**config.mk**
```make
export PLATFORM = sky130hd
export DESIGN_NAME = inst_fetch_unit
export DESIGN_NICKNAME = d
export VERILOG_FILES = /design/src/rtl/inst_fetch_unit.sv
export SDC_FILE = /design/constraint.sdc
export NUM_CORES = 1
export LEC_CHECK = 0
export BUFFER_PORTS_ARGS = -buffer_cell sky130_fd_sc_hd__buf_2
export CAP_MARGIN = 20
export CORE_MARGIN = 10
export CORE_UTILIZATION = 51
export CTS_CLUSTER_SIZE = 12
export DETAILED_ROUTE_END_ITERATION = 6
export PLACE_DENSITY = 0.69
export SETUP_SLACK_MARGIN = 0.3
export SYNTH_ARGS = -nofsm -noshare
export SYNTH_HDL_FRONTEND = slang
export SYNTH_SLANG_ARGS = --single-unit
```
**constraint.sdc**
```tcl
create_clock -name clk -period 6.45 [get_ports clk]
set_input_delay 1.6125 -clock clk [delete_from_list [all_inputs] [get_ports clk]]
set_output_delay 1.6125 -clock clk [all_outputs]
set_load 0.01 [all_outputs]
```
**src/rtl/inst_fetch_unit.sv**
```systemverilog
// Instruction fetch stage: fetches at PC, issues a one-cycle pulse to the core,
// and speculatively prefetches PC+4 while the core executes.
module inst_fetch_unit #(
  parameter int                ADDR_W   = 32,
  parameter int                DATA_W   = 32,
  parameter logic [ADDR_W-1:0] RESET_PC = '0,
  parameter int                CNT_W    = 16
) (
  input  logic              clk,
  input  logic              rst,
  output logic              in_valid,
  output logic [DATA_W-1:0] inst,
  input  logic              out_valid,
  input  logic [ADDR_W-1:0] inst_addr,
  output logic              mem_req,
  output logic [ADDR_W-1:0] mem_addr,
  input  logic              mem_ack,
  input  logic [DATA_W-1:0] mem_rdata,
  output logic [CNT_W-1:0]  hit_cnt,
  output logic              err
);

  typedef enum logic [1:0] {S_FETCH, S_ISSUE, S_PF, S_HOLD} state_e;

  state_e            state_q, state_d;
  logic [ADDR_W-1:0] pc_q, pc_d, pf_addr_q, pf_addr_d, npc_q, npc_d;
  logic [ADDR_W-1:0] mem_addr_q, mem_addr_d;
  logic [DATA_W-1:0] pf_data_q, pf_data_d, inst_q, inst_d;
  logic              pend_q, pend_d, in_valid_q, in_valid_d;
  logic              mem_req_q, mem_req_d, err_q, err_d;
  logic [CNT_W-1:0]  hit_cnt_q, hit_cnt_d;

  logic              ack, hit, take;
  logic [ADDR_W-1:0] ov_addr, tgt;
  logic [DATA_W-1:0] issue_word;

  // Acks are only meaningful while our request is actually on the bus.
  assign ack     = mem_ack & mem_req_q;
  assign ov_addr = {inst_addr[ADDR_W-1:2], 2'b00};

  always_comb begin
    state_d    = state_q;
    pc_d       = pc_q;
    pf_addr_d  = pf_addr_q;
    pf_data_d  = pf_data_q;
    npc_d      = npc_q;
    pend_d     = pend_q;
    hit        = 1'b0;
    issue_word = inst_q;
    take       = pend_q;
    tgt        = npc_q;
    err_d      = err_q | (out_valid & (inst_addr[1:0] != 2'b00));
    case (state_q)
      S_FETCH: begin
        if (out_valid) err_d = 1'b1;
        if (ack) begin
          issue_word = mem_rdata;
          state_d    = S_ISSUE;
        end
      end
      S_ISSUE: begin
        if (out_valid) err_d = 1'b1;
        pf_addr_d = pc_q + ADDR_W'(4);
        state_d   = S_PF;
      end
      S_PF: begin
        // A retire arriving with the ack counts as already pending.
        if (out_valid && pend_q) err_d = 1'b1;
        else if (out_valid) begin
          pend_d = 1'b1;
          npc_d  = ov_addr;
          take   = 1'b1;
          tgt    = ov_addr;
        end
        if (ack) begin
          pf_data_d = mem_rdata;
          pend_d    = 1'b0;
          if (take) begin
            pc_d = tgt;
            if (tgt == pf_addr_q) begin
              hit        = 1'b1;
              issue_word = mem_rdata;
              state_d    = S_ISSUE;
            end else begin
              state_d = S_FETCH;
            end
          end else begin
            state_d = S_HOLD;
          end
        end
      end
      S_HOLD: begin
        if (out_valid) begin
          pc_d = ov_addr;
          if (ov_addr == pf_addr_q) begin
            hit        = 1'b1;
            issue_word = pf_data_q;
            state_d    = S_ISSUE;
          end else begin
            state_d = S_FETCH;
          end
        end
      end
      default: state_d = S_FETCH;
    endcase
  end

  // Outputs are registered, so they are derived from the state being entered.
  always_comb begin
    in_valid_d = (state_d == S_ISSUE);
    inst_d     = in_valid_d ? issue_word : inst_q;
    mem_req_d  = (state_d == S_FETCH) || (state_d == S_PF);
    mem_addr_d = mem_addr_q;
    if (state_d == S_FETCH)   mem_addr_d = pc_d;
    else if (state_d == S_PF) mem_addr_d = pf_addr_d;
    hit_cnt_d = hit_cnt_q;
    if (hit && (hit_cnt_q != '1)) hit_cnt_d = hit_cnt_q + CNT_W'(1);
  end

  always_ff @(posedge clk) begin
    if (rst) begin
      state_q    <= S_FETCH;
      pc_q       <= RESET_PC;
      pf_addr_q  <= '0;
      pf_data_q  <= '0;
      npc_q      <= '0;
      pend_q     <= 1'b0;
      in_valid_q <= 1'b0;
      inst_q     <= '0;
      mem_req_q  <= 1'b0;
      mem_addr_q <= '0;
      hit_cnt_q  <= '0;
      err_q      <= 1'b0;
    end else begin
      state_q    <= state_d;
      pc_q       <= pc_d;
      pf_addr_q  <= pf_addr_d;
      pf_data_q  <= pf_data_d;
      npc_q      <= npc_d;
      pend_q     <= pend_d;
      in_valid_q <= in_valid_d;
      inst_q     <= inst_d;
      mem_req_q  <= mem_req_d;
      mem_addr_q <= mem_addr_d;
      hit_cnt_q  <= hit_cnt_d;
      err_q      <= err_d;
    end
  end

  assign in_valid = in_valid_q;
  assign inst     = inst_q;
  assign mem_req  = mem_req_q;
  assign mem_addr = mem_addr_q;
  assign hit_cnt  = hit_cnt_q;
  assign err      = err_q;

endmodule

```
# Word-level counts from Yosys, hierarchy flattened
# Index checks and enable logic that the tools add are counted.
[totals]
in_bits = 68
elab_cells = 79
regBits = 214
[op_classes]
addsub = 2
muxes = 37
n_reduce_logical = 11
bitwise_logic = 3
n_eq_ne = 14
[ops]
columns = ["op", "count"]
rows = [
  ["$mux 32", 15],
  ["$pmux 32 s3", 1],
  ["$eq 32x32->1", 2],
  ["$pmux 32 s2", 1],
  ["$add 32x3->32 const B", 1],
  ["$add 16x1->16 const B", 1],
  ["$ne 16x16->1 const B", 1],
  ["$mux 1", 13],
  ["$ne 2x2->1 const B", 6],
  ["$mux 2", 4],
  ["$pmux 2 s4", 1],
  ["$reduce_and 8->1", 1],
  ["$eq 2x2->1 const B", 3],
  ["$eq 2x1->1 const B", 2],
  ["$logic_not 2->1", 2],
  ["$pmux 1 s2", 2],
  ["$reduce_bool 2->1", 2],
  ["$reduce_bool 3->1", 1],
  ["$and 1x1->1", 2],
  ["$logic_and 1x1->1", 2],
  ["$reduce_and 2->1", 1],
  ["$reduce_or 2->1", 1],
  ["$logic_or 1x1->1", 1],
  ["$or 1x1->1", 1],
]

# Longest topological paths before layout
# Gate-level depths: netlist of the first run.
[logic_depth]
depth_word = 11
ltp_mapped = 12

# Worst setup path after synthesis of the first run
# Ideal clock, no wire load.
[synth_timing]
path_kind = "input -> register"
from = "input out_valid"
to = "register hit_cnt_q[14], in the netlist hit_cnt[14]"
path_slack_ns = 2.298
path_buffers = 2
t_arrival_ns = 4.028
cell_stages = 10
setup_ns = 0.123
cell_sequence = "nor2b_4 buf_6 a2111oi_4 a21oi_1 a2111oi_2 nand3b_1 o41a_1 buf_2 nor4b_2 mux2_1"
[synth_via]
elab_chain_cells = 9
elab_cells_between_ends = 14
classes_between = "eq/ne: 1; mux: 11; reduce/logical: 2"
[synth_lines]
columns = ["item", "line_no", "rtl"]
rows = [
  ["from (decl)", "13", "input logic out_valid,"],
  ["$mux 32 / $logic_and 1x1->1 (equally long branches)", "69, 68", ""],
  ["$mux 32", "68", "if (out_valid && pend_q) err_d = 1'b1;"],
  ["$mux 32", "53", "case (state_q)"],
  ["$eq 32x32->1", "80", "if (tgt == pf_addr_q) begin"],
  ["$mux 1", "80", ""],
  ["$mux 1", "78", "if (take) begin"],
  ["$mux 1", "75", "if (ack) begin"],
  ["$pmux 1 s2 *", "53", ""],
  ["$logic_and 1x1->1 *", "117", "if (hit && (hit_cnt_q != '1)) hit_cnt_d = hit_cnt_q + CNT_W'(1);"],
  ["to (signal assigned)", "145", "hit_cnt_q <= hit_cnt_d;"],
  ["to (decl)", "31", "logic [CNT_W-1:0] hit_cnt_q, hit_cnt_d;"],
]
# Every way passes the cells marked *; elsewhere a longest branch is shown, timed or not. The select of a mux whose other input is x is not followed.
# A chain may end at the register's enable or synchronous reset.

# Worst setup path in the final report of the first run
[layout_timing]
from = "input out_valid"
to = "register hit_cnt_q[3], in the netlist hit_cnt[3]"
# The elaborated chain is that of the path after synthesis.

==> results.toml, run 1 <==
[outcome]
status = "complete, but fails checks"
violations = "DRC"

[hold_path]
hp-start = "pf_data_q[1]"
hold_class = "flip-flop to flip-flop"

[yosys]
synth_nets = 1333
synth_top_cell_by_area = "dfxtp_1"
synth_area_per_cell_um2 = 8.34
synth_edf_count = 0
syn_area_um2 = 10500
yosys_warnings = 0
synth_cell_types = 73
yosysSeqAreaShare_pct = 40.8
yosys-top-cells-area = "dfxtp_1, a21oi_1, nand2_1"
ys_seq_elements = 214
synthArstFlopShare_pct = 0
synth_cells = 1258
ys.flop_type = "dfxtp_1"
synth_top_area_share_pct = 40.8

[run]
maxCapViolCount = 0

[layout]
nets = 1430
fill_cells = 1807
syn_to_final_growth_pct = 16.2
final_cell_area_um2 = 12200
drive_above_1_share_pct = 17.3
final_common_cell = "dfxtp_1"
final-seq-area_um2 = 4280
finish.utilization_pct = 60.3
antenna_cells = 0
multi_input_area_um2 = 5770
most-common-layout-cells = "dfxtp_1, nand2_1, buf_2"

[clocking]
cts_resized = 0
clock-root-buffer = "clkbuf_16"
cts_setup_buffers = 0
cts_hold_buf = 0
clk_latency_ns = 0.53
cts_tree = "done"
cts-htree-levels = 1
cts_sinks = 214
clk_path_buf_depth = 3
path_clk_slew_ns = 0.06
numCtsBuffers = 24

[power_and_ir_drop]
p_clk_share_pct = 31.6
p_total_w = 0.00434
ir_drop_v = 0.000251
seq_power_share_pct = 36.9
switching_share_pct = 36.8
switching_power_w = 0.00159
power_frac_comb_pct = 31.5
p_int_w = 0.00274
powerDensity_nw_per_um2 = 355
p_leak_nw = 4.55

[routing]
ant_nets = 0
route.detailed.drc = 3
wl_per_cell_um = 20.5
wl_um = 33600
dr_total_vias = 9953
dr.pass1.iters = 7
first_iter_violations = 969
vias_per_cell = 6.07

[sta]
relSlewSlack_pct = 27.9
finalMaxSlewViolations = 0
hold_viol = 0
fmax_mhz = 214
period_share_pct = 72.4
tightest_slew_ns = 1.08
worst_clock_skew_ns = 0.0127
tns_ns = 0
setup_viol = 0
rsz0062_at_grt = "false"
setup_slack_ns = 1.78
period_minus_slack_ns = 4.67

[worst_setup_path]
arrival_ns = 5.12
startpoint = "out_valid"
worstSetupStartpointType = "input port"
cp-end-kind = "flip-flop"
path_class = "input port to flip-flop"
required_ns = 6.89
worst_path_largest_cell_delay_ns = 0.82
crit_chain = "buf_2, nor2b_4, mux2i_1, xnor2_1, nor4_2, nand4_2, o41a_1, or4_1, a21oi_1"
critPathSlowestCell = "o41a_1"
cp_max_fo = 27
regToRegStartpoint = "pend_q"

[floorplanning]
io_pins = 151
dieWidth_um = 163
start_util_pct = 51.9
die_h_um = 163
fp.coreArea_um2 = 20200
fp-row-count = 52
dieArea_um2 = 26700

[global_routing]
grt_pass1_wl_um = 52900
grt_max_degree = 112
grt_use_total_pct = 24.2
antenna_found_initial = 0
grt.overflow.total = 0
grt_pass1_vias = 9571

[place]
pre_cts_ws_ns = 1.26
dp_hpwl_um = 22900
portBuffers = 150
postPlaceCellArea_um2 = 11400
gp_congestion = 0.932
==> stage by stage <==
step                      hold slack (ns)  instances
after CTS                           0.455       1641
final                               0.451       1641
after global routing                0.469       1641
after floorplan                     0.436       1258
after detailed placement            0.447       1599
after global placement              0.441       1599
==> critical path, delay by kind of cell <==
kind	cells	cell delay, ns
mux	1	0.29
compound gates	2	0.98
simple gates	4	1.82
buf+inv	1	0.28
xor+xnor	1	0.10
==> cell usage after synthesis, drive strengths merged (5+ instances only) <==
| library cell | count |
|---|---|
| a2111oi | 5 |
| a211oi | 41 |
| a21oi | 124 |
| a221oi | 8 |
| a222oi | 29 |
| a41oi | 32 |
| and2 | 10 |
| and3 | 8 |
| and4 | 6 |
| buf | 18 |
| clkbuf | 83 |
| dfxtp | 214 |
| ha | 7 |
| inv | 23 |
| mux2 | 6 |
| mux2i | 48 |
| nand2 | 160 |
| nand3 | 46 |
| nand4 | 12 |
| nor2 | 136 |
| nor2b | 21 |
| nor3 | 22 |
| nor4 | 13 |
| o21ai | 14 |
| o221ai | 7 |
| o22ai | 16 |
| o31ai | 12 |
| or4 | 7 |
| xnor2 | 27 |
| xor2 | 46 |
==> registers in the layout (all words and copies together) (netlist names) <==
name	cells
pf_addr_q	32
npc_q	32
pc_q	32
in_valid	1
pf_data_q	32
state_q	2
mem_addr	32
inst	32
pend_q	1
err	1
mem_req	1
hit_cnt	16
==> final cells by class <==
type                            instances  area share [%]
Clock inverter                          6           0.564
Sequential cell                       214            35.1
Clock buffer                           36            5.95
Multi-Input combinational cell        919            47.3
Tap cell                              270            2.77
Timing Repair Buffer                  172            7.56
Inverter                               24           0.739
==> path summary, 6_finish.rpt <==
kind / to / slack [ns] / cells after the start
hold / removal: pf_data_q[1] / 0.45 / 2
setup / recovery: hit_cnt[3] / 1.78 / 9
setup reg to reg: hit_cnt[3] / 2.58 / 8
hold reg to reg: pf_data_q[1] / 0.45 / 2
==> layer usage <==
metal	up-vias	global-route usage, %	wire (um)
met2	427	36.4	14700
met1	4703	32.6	14200
met3	58	8.08	3860
li1	4765	-	-
met5	-	0	0
met4	0	6.26	823
==> power groups by stage <==
stage / logic [W] / registers, W / clock network, W
5_1_grt: 0.00149 / 0.00161 / 0.00144
4_1_cts: 0.00135 / 0.00159 / 0.00139
3_3_place_gp: 0.00134 / 0.00162 / 0
3_5_place_dp: 0.00135 / 0.00162 / 0
2_1_floorplan: 0.000852 / 0.00164 / 0
6_report: 0.00137 / 0.00160 / 0.00137
==> cells by family after synthesis <==
logic type / Yosys count / share of synthesized area (%)
AO/OA/AOI/OAI: 324 / 21.9
XOR/XNOR: 73 / 6.09
adder cells (fa/ha/maj): 7 / 0.834
buffers and inverters: 125 / 4.69
flip-flops: 214 / 40.8
multiplexers: 54 / 5.22
AND/OR/NAND/NOR: 461 / 20.5
No activity file was read; power rests on OpenSTA's default activity.
==> run 2: changes to the inputs <==
--- a/config.mk
+++ b/config.mk
@@ -5,6 +5,7 @@
 export SDC_FILE = /design/constraint.sdc
 export NUM_CORES = 1
 export LEC_CHECK = 0
+export ABC_AREA = 1
 export BUFFER_PORTS_ARGS = -buffer_cell sky130_fd_sc_hd__buf_2
 export CAP_MARGIN = 20
 export CORE_MARGIN = 10
==> constraint.sdc (replaced) <==
create_clock -name clk -period 4.7 [get_ports clk]
set_input_delay 1.175 -clock clk [delete_from_list [all_inputs] [get_ports clk]]
set_output_delay 1.175 -clock clk [all_outputs]
set_load 0.01 [all_outputs]
==> run 2 against run 1 <==
Global-route usage up 1.2 points. Combinational power up 50%. Routed wire length up 13%. Core utilization down 1.3 points. First-iteration DRC count up 16%. Non-clock buffer count down 2. Worst hold slack worse by 0.0021 ns. The flow now finishes without violations. Die area up 9.8%. Register-to-register slack worse by 1.6 ns. Synthesized cell count up 49%.
==> results.toml, run 2 <==
[layout]
syn_to_final_growth_pct = 14.1
final_common_cell = "nand2_1"
drive_above_1_share_pct = 11.6
most-common-layout-cells = "nand2_1, inv_1, nor2_1"
nets = 2064
fill_cells = 2272
finish.utilization_pct = 59.0
antenna_cells = 0

[yosys]
yosys_warnings = 0
synth_cells = 1877
synth_cell_types = 38
synth_common_cells = "nand2_1, inv_1, nor2_1, dfxtp_1, o21ai_0"
ys.flop_type = "dfxtp_1"
ys_seq_elements = 214
yosys-top-cells-area = "dfxtp_1, nand2_1, inv_1"
yosysSeqAreaShare_pct = 36.7
synth_area_per_cell_um2 = 6.21
synth_nets = 1952
synth_top_cell_by_area = "dfxtp_1"
yosysMostFrequentCell = "nand2_1"
synth_top_area_share_pct = 36.7
synthArstFlopShare_pct = 0
synth_edf_count = 0
syn_area_um2 = 11700

[sta]
period_share_pct = 79.0
tns_ns = 0
setup_viol = 0
rsz0062_at_grt = "false"
tightest_slew_ns = 0.906
hold_viol = 0
relSlewSlack_pct = 39.6
fmax_mhz = 269
hold_slack_ns = 0.449
worst_clock_skew_ns = 0.0158
finalMaxSlewViolations = 0
period_minus_slack_ns = 3.71

[outcome]
status = "finished clean"

[power_and_ir_drop]
switching_power_w = 0.00239
powerDensity_nw_per_um2 = 468
p_total_w = 0.00623
p_leak_nw = 6.68
ir_drop_v = 0.000273
seq_power_share_pct = 37.5
switching_share_pct = 38.4
power_frac_comb_pct = 32.9
p_clk_share_pct = 29.6
p_int_w = 0.00384

[worst_setup_path]
cp_max_fo = 64
worst-r2r-setup-slack_ns = 0.99
crit_path_end = "inst[26]"
arrival_ns = 4.14
regToRegStartpoint = "pend_q"
worstSetupStartpointType = "flip-flop"
r2r_end = "inst[26]"
startpoint = "pend_q"
path_class = "flip-flop to flip-flop"
cp-end-kind = "flip-flop"
required_ns = 5.12
rr_worst_depth = 15

[global_routing]
antenna_found_initial = 3
grt_use_total_pct = 25.4
grt_pass1_vias = 11100
grt.overflow.total = 0
grt_pass1_wl_um = 59700
grt_max_degree = 76

[routing]
wl_um = 38100
dr.pass1.iters = 6
route.detailed.drc = 0
first_iter_violations = 1120
dr_total_vias = 12100
vias_per_cell = 5.29
wl_per_cell_um = 16.6
ant_nets = 0

[clocking]
clk_path_buf_depth = 3
cts_hold_buf = 0
cts_setup_buffers = 0
cts-htree-levels = 1
cts_tree = "done"
numCtsBuffers = 24
clock-root-buffer = "clkbuf_16"
clk_latency_ns = 0.54
cts_resized = 0
path_clk_slew_ns = 0.06
cts_sinks = 214

[floorplanning]
io_pins = 151
die_h_um = 171
fp.coreArea_um2 = 22600
fp-row-count = 55
dieArea_um2 = 29300
dieWidth_um = 171
start_util_pct = 51.7

[place]
dp_hpwl_um = 28000
portBuffers = 150
gp_congestion = 0.992

[hold_path]
hold_class = "flip-flop to flip-flop"

[run]
maxCapViolCount = 0
[run 2: cell types whose count changed in the layout (fill, tap and decap cells not counted), moves of 17 or more]
cell      delta
a211oi_1    -41
a21oi_1     -55
a222oi_1    -29
a22oi_1     +20
a41oi_1     -32
inv_1      +244
mux2i_1     -47
nand2_1    +389
nand3_1     +79
nor2_1      +81
nor2b_1     -20
o21ai_0    +152
xnor2_1     -25
xor2_1      -17
[run 2: routing by layer]
layer,routed length (um),vias up,track usage (%)
met4,823,4,6.35
met5,24,-,0
met3,3440,59,6.28
met1,18200,5466,36.8
li1,-,6133,-
met2,15500,448,36.7
[run 2: through the flow]
stage | setup WS, ns | cell area [um^2] | instances
final | 0.986 | 13300 | 2289
after detailed placement | 0.487 | 12500 | 2248
after CTS | 0.992 | 13300 | 2289
after floorplan | 1.67 | 11700 | 1877
after global placement | 0.552 | 12500 | 2248
after global routing | 0.610 | 13300 | 2289
[run 2: worst min-delay path by stage]
stage,start,slack (ns),depth (start not counted),end
global placement,mem_addr[7],0.44,2,mem_addr[7]
global route,mem_addr[10],0.47,2,mem_addr[10]
CTS,mem_addr[30],0.45,2,mem_addr[30]
detailed placement,mem_addr[30],0.44,2,mem_addr[30]
finish,mem_addr[30],0.45,2,mem_addr[30]
floorplan,npc_q[5],0.44,2,npc_q[5]
[run 2: logic make-up after synthesis]
| logic type | synth area share, % |
|---|---|
| adder cells (fa/ha/maj) | 0.751 |
| XOR/XNOR | 2.33 |
| AO/OA/AOI/OAI | 13.5 |
| AND/OR/NAND/NOR | 34.5 |
| flip-flops | 36.7 |
| buffers and inverters | 12.1 |
| multiplexers | 0.0858 |
[run 2: critical path, stage by stage (launching register included)]
cell and delay (ns):
dfxtp_1 0.36, inv_2 0.47, nand2_2 0.45, buf_4 0.33, nand2_1 0.11, nand3_1 0.08
nand2_1 0.08, nand3_1 0.07, nor2_1 0.10, nand2_1 0.07, nor2_1 0.17, nand2_1 0.13
a21oi_2 0.20, nand3_4 0.54, nor2_1 0.30, nor2_1 0.08
[run 2: layout make-up]
type,count,area [um^2],share of cell area [%]
Clock buffer,36,696,5.23
Timing Repair Buffer,170,901,6.77
Sequential cell,214,4280,32.2
Multi-Input combinational cell,1308,5980,44.9
Tap cell,285,357,2.68
Clock inverter,5,75.1,0.564
Inverter,271,1020,7.65
[run 2: power by group through the flow]
stage	Sequential [W]	Clock [W]	Combinational, W
global route	0.00237	0.00195	0.00233
global placement	0.00236	0	0.00200
detailed placement	0.00236	0	0.00204
floorplan	0.00238	0	0.00135
finish	0.00234	0.00184	0.00205
CTS	0.00233	0.00188	0.00205
==> run 3: changes to the inputs <==
--- a/config.mk
+++ b/config.mk
@@ -5,7 +5,7 @@
 export SDC_FILE = /design/constraint.sdc
 export NUM_CORES = 1
 export LEC_CHECK = 0
-export ABC_AREA = 1
+export ABC_AREA = 0
 export BUFFER_PORTS_ARGS = -buffer_cell sky130_fd_sc_hd__buf_2
 export CAP_MARGIN = 20
 export CORE_MARGIN = 10
==> constraint.sdc (replaced) <==
create_clock -name clk -period 3.8 [get_ports clk]
set_input_delay 0.95 -clock clk [delete_from_list [all_inputs] [get_ports clk]]
set_output_delay 0.95 -clock clk [all_outputs]
set_load 0.01 [all_outputs]
==> run 3 against run 2 <==
The run now ends with DRC left. Sequential share of layout area rose by 2.4 points. Die area fell by 8.9%. First-iteration DRC count fell by 4.8%. Flip-flop and latch count did not move. Highest routed layer is now met4.
==> results.toml, run 3 (synthesis results as in run 1) <==
[sta]
period_share_pct = 86.2
tns_ns = 0
hold_slack_ns = 0.452
relSlewSlack_pct = 28.3
tightest_slew_ns = 1.07
worst_clock_skew_ns = 0.0161
period_minus_slack_ns = 3.28
fmax_mhz = 305
hold_viol = 0
setup_viol = 0
finalMaxSlewViolations = 0
rsz0062_at_grt = "false"

[power_and_ir_drop]
ir_drop_v = 0.000421
seq_power_share_pct = 37.2
switching_power_w = 0.00273
p_int_w = 0.00458
p_clk_share_pct = 29.4
powerDensity_nw_per_um2 = 590
p_leak_nw = 4.66
switching_share_pct = 37.3
power_frac_comb_pct = 33.4

[worst_setup_path]
rr_worst_depth = 11
cp-end-kind = "flip-flop"
worst_path_largest_cell_delay_ns = 0.39
crit_path_end = "inst[30]"
r2r_end = "inst[30]"
critPathTopFamily = "compound AO/OA/AOI/OAI gates"
critPathSlowestCell = "nor2b_4"
startpoint = "out_valid"
path_depth = 12
crit_path_frequent_cell = "buf_4"
cp_max_fo = 61
regToRegStartpoint = "pend_q"
required_ns = 4.24
worst-r2r-setup-slack_ns = 0.55
path_class = "input port to flip-flop"
worstSetupStartpointType = "input port"
path_buf_inv = 4
crit_chain = "buf_2, nor2b_4, buf_4, o211a_1, o22ai_1, nor4_2, nand4_2, buf_4, o31ai_4, buf_12, a41oi_1, a211oi_1"
arrival_ns = 3.71

[place]
gp_congestion = 0.970
postPlaceCellArea_um2 = 11700
dp_hpwl_um = 23500
portBuffers = 150

[routing]
wl_per_cell_um = 20.5
first_iter_violations = 1066
wl_um = 34000
dr_total_vias = 10200
ant_nets = 0
vias_per_cell = 6.12
dr.pass1.iters = 7
route.detailed.drc = 2

[floorplanning]
io_pins = 151
fp-row-count = 52
dieArea_um2 = 26700
start_util_pct = 51.9
dieWidth_um = 163
fp.coreArea_um2 = 20200
die_h_um = 163

[outcome]
violations = "DRC"
status = "complete, but fails checks"

[clocking]
cts_setup_buffers = 0
path_clk_slew_ns = 0.06
clk_path_buf_depth = 3
cts_sinks = 214
cts_resized = 0
clock-root-buffer = "clkbuf_16"
cts_hold_buf = 0
clk_latency_ns = 0.53
cts_tree = "done"
numCtsBuffers = 24
cts-htree-levels = 1

[global_routing]
grt_use_total_pct = 24.5
grt_busiest_layer = "met2"
grt_pass1_wl_um = 53700
grt_max_degree = 88
met1_usage_pct = 33.7
grt_use_met2_pct = 37.8
antenna_found_initial = 0
use_met3_pct = 6.19
grt_pass1_vias = 9656
grt.overflow.total = 0

[run]
maxCapViolCount = 0

[layout]
most-common-layout-cells = "dfxtp_1, nand2_1, buf_2"
final_common_cell = "dfxtp_1"
final_cell_area_um2 = 12400
nets = 1452
syn_to_final_growth_pct = 18.0
drive_above_1_share_pct = 18.5
antenna_cells = 0

[hold_path]
min_path_cells = 2
hold_class = "flip-flop to flip-flop"
==> run 3: cell count changes in the layout (fill, tap and decap cells not counted), moves of 17 or more <==
cell | before | now
inv_1 | 267 | 23
a211oi_1 | 0 | 41
xor2_1 | 29 | 46
mux2i_1 | 1 | 48
a222oi_1 | 0 | 29
a22oi_1 | 22 | 2
nand3_1 | 124 | 45
a41oi_1 | 0 | 32
nor2b_1 | 0 | 20
nand2_1 | 549 | 160
nor2_1 | 216 | 135
o21ai_0 | 164 | 12
a21oi_1 | 68 | 123
xnor2_1 | 2 | 27
==> run 3: final cells by class <==
type                            count  area, um^2
Fill cell                        1817        7860
Multi-Input combinational cell    919        5760
Sequential cell                   214        4280
Timing Repair Buffer              194        1190
Clock buffer                       30         653
Tap cell                          270         338
Inverter                           24        90.1
Clock inverter                      9        62.6
==> run 3: power groups by stage <==
stage	logic [W]	clock network, W	registers [W]
floorplan	0.00145	0	0.00278
global placement	0.00239	0	0.00276
detailed placement	0.00242	0	0.00275
CTS	0.00243	0.00217	0.00271
global route	0.00266	0.00226	0.00275
finish	0.00244	0.00214	0.00272
==> run 3: metrics by stage <==
| stage | power, W | setup WS, ns | std cells | util [%] |
|---|---|---|---|---|
| after floorplan | 0.00423 | 0.311 | 1258 | - |
| after global placement | 0.00515 | 0.113 | 1621 | 57.6 |
| after detailed placement | 0.00517 | 0.0511 | 1621 | 57.6 |
| after CTS | 0.00731 | 0.579 | 1660 | 61.2 |
| after global routing | 0.00767 | 0.313 | 1660 | 61.2 |
| final | 0.00730 | 0.524 | 1660 | 61.2 |
==> run 3: worst min path at each step <==
stage                        from             to
finish              pf_data_q[17]  pf_data_q[17]
global route         pf_data_q[2]   pf_data_q[2]
CTS                 pf_data_q[24]  pf_data_q[24]
detailed placement  pf_data_q[24]  pf_data_q[24]
global placement    pf_data_q[27]  pf_data_q[27]
floorplan            pf_data_q[0]   pf_data_q[0]
==> run 3: worst reg2reg max path: stages (launching register included) <==
cell      delay, ns
dfxtp_1        0.53
nor2b_4        0.17
buf_12         0.18
nor4_1         0.25
o32ai_1        0.14
nor4_2         0.33
nand4_2        0.19
buf_4          0.20
o31ai_4        0.39
buf_12         0.31
a41oi_1        0.20
a211oi_1       0.26
==> run 3: metal layers <==
| layer | part of all wire [%] | vias up |
|---|---|---|
| li1 | - | 4806 |
| met5 | 0 | - |
| met4 | 1.8 | 0 |
| met3 | 9.7 | 44 |
| met2 | 45 | 436 |
| met1 | 44 | 4869 |
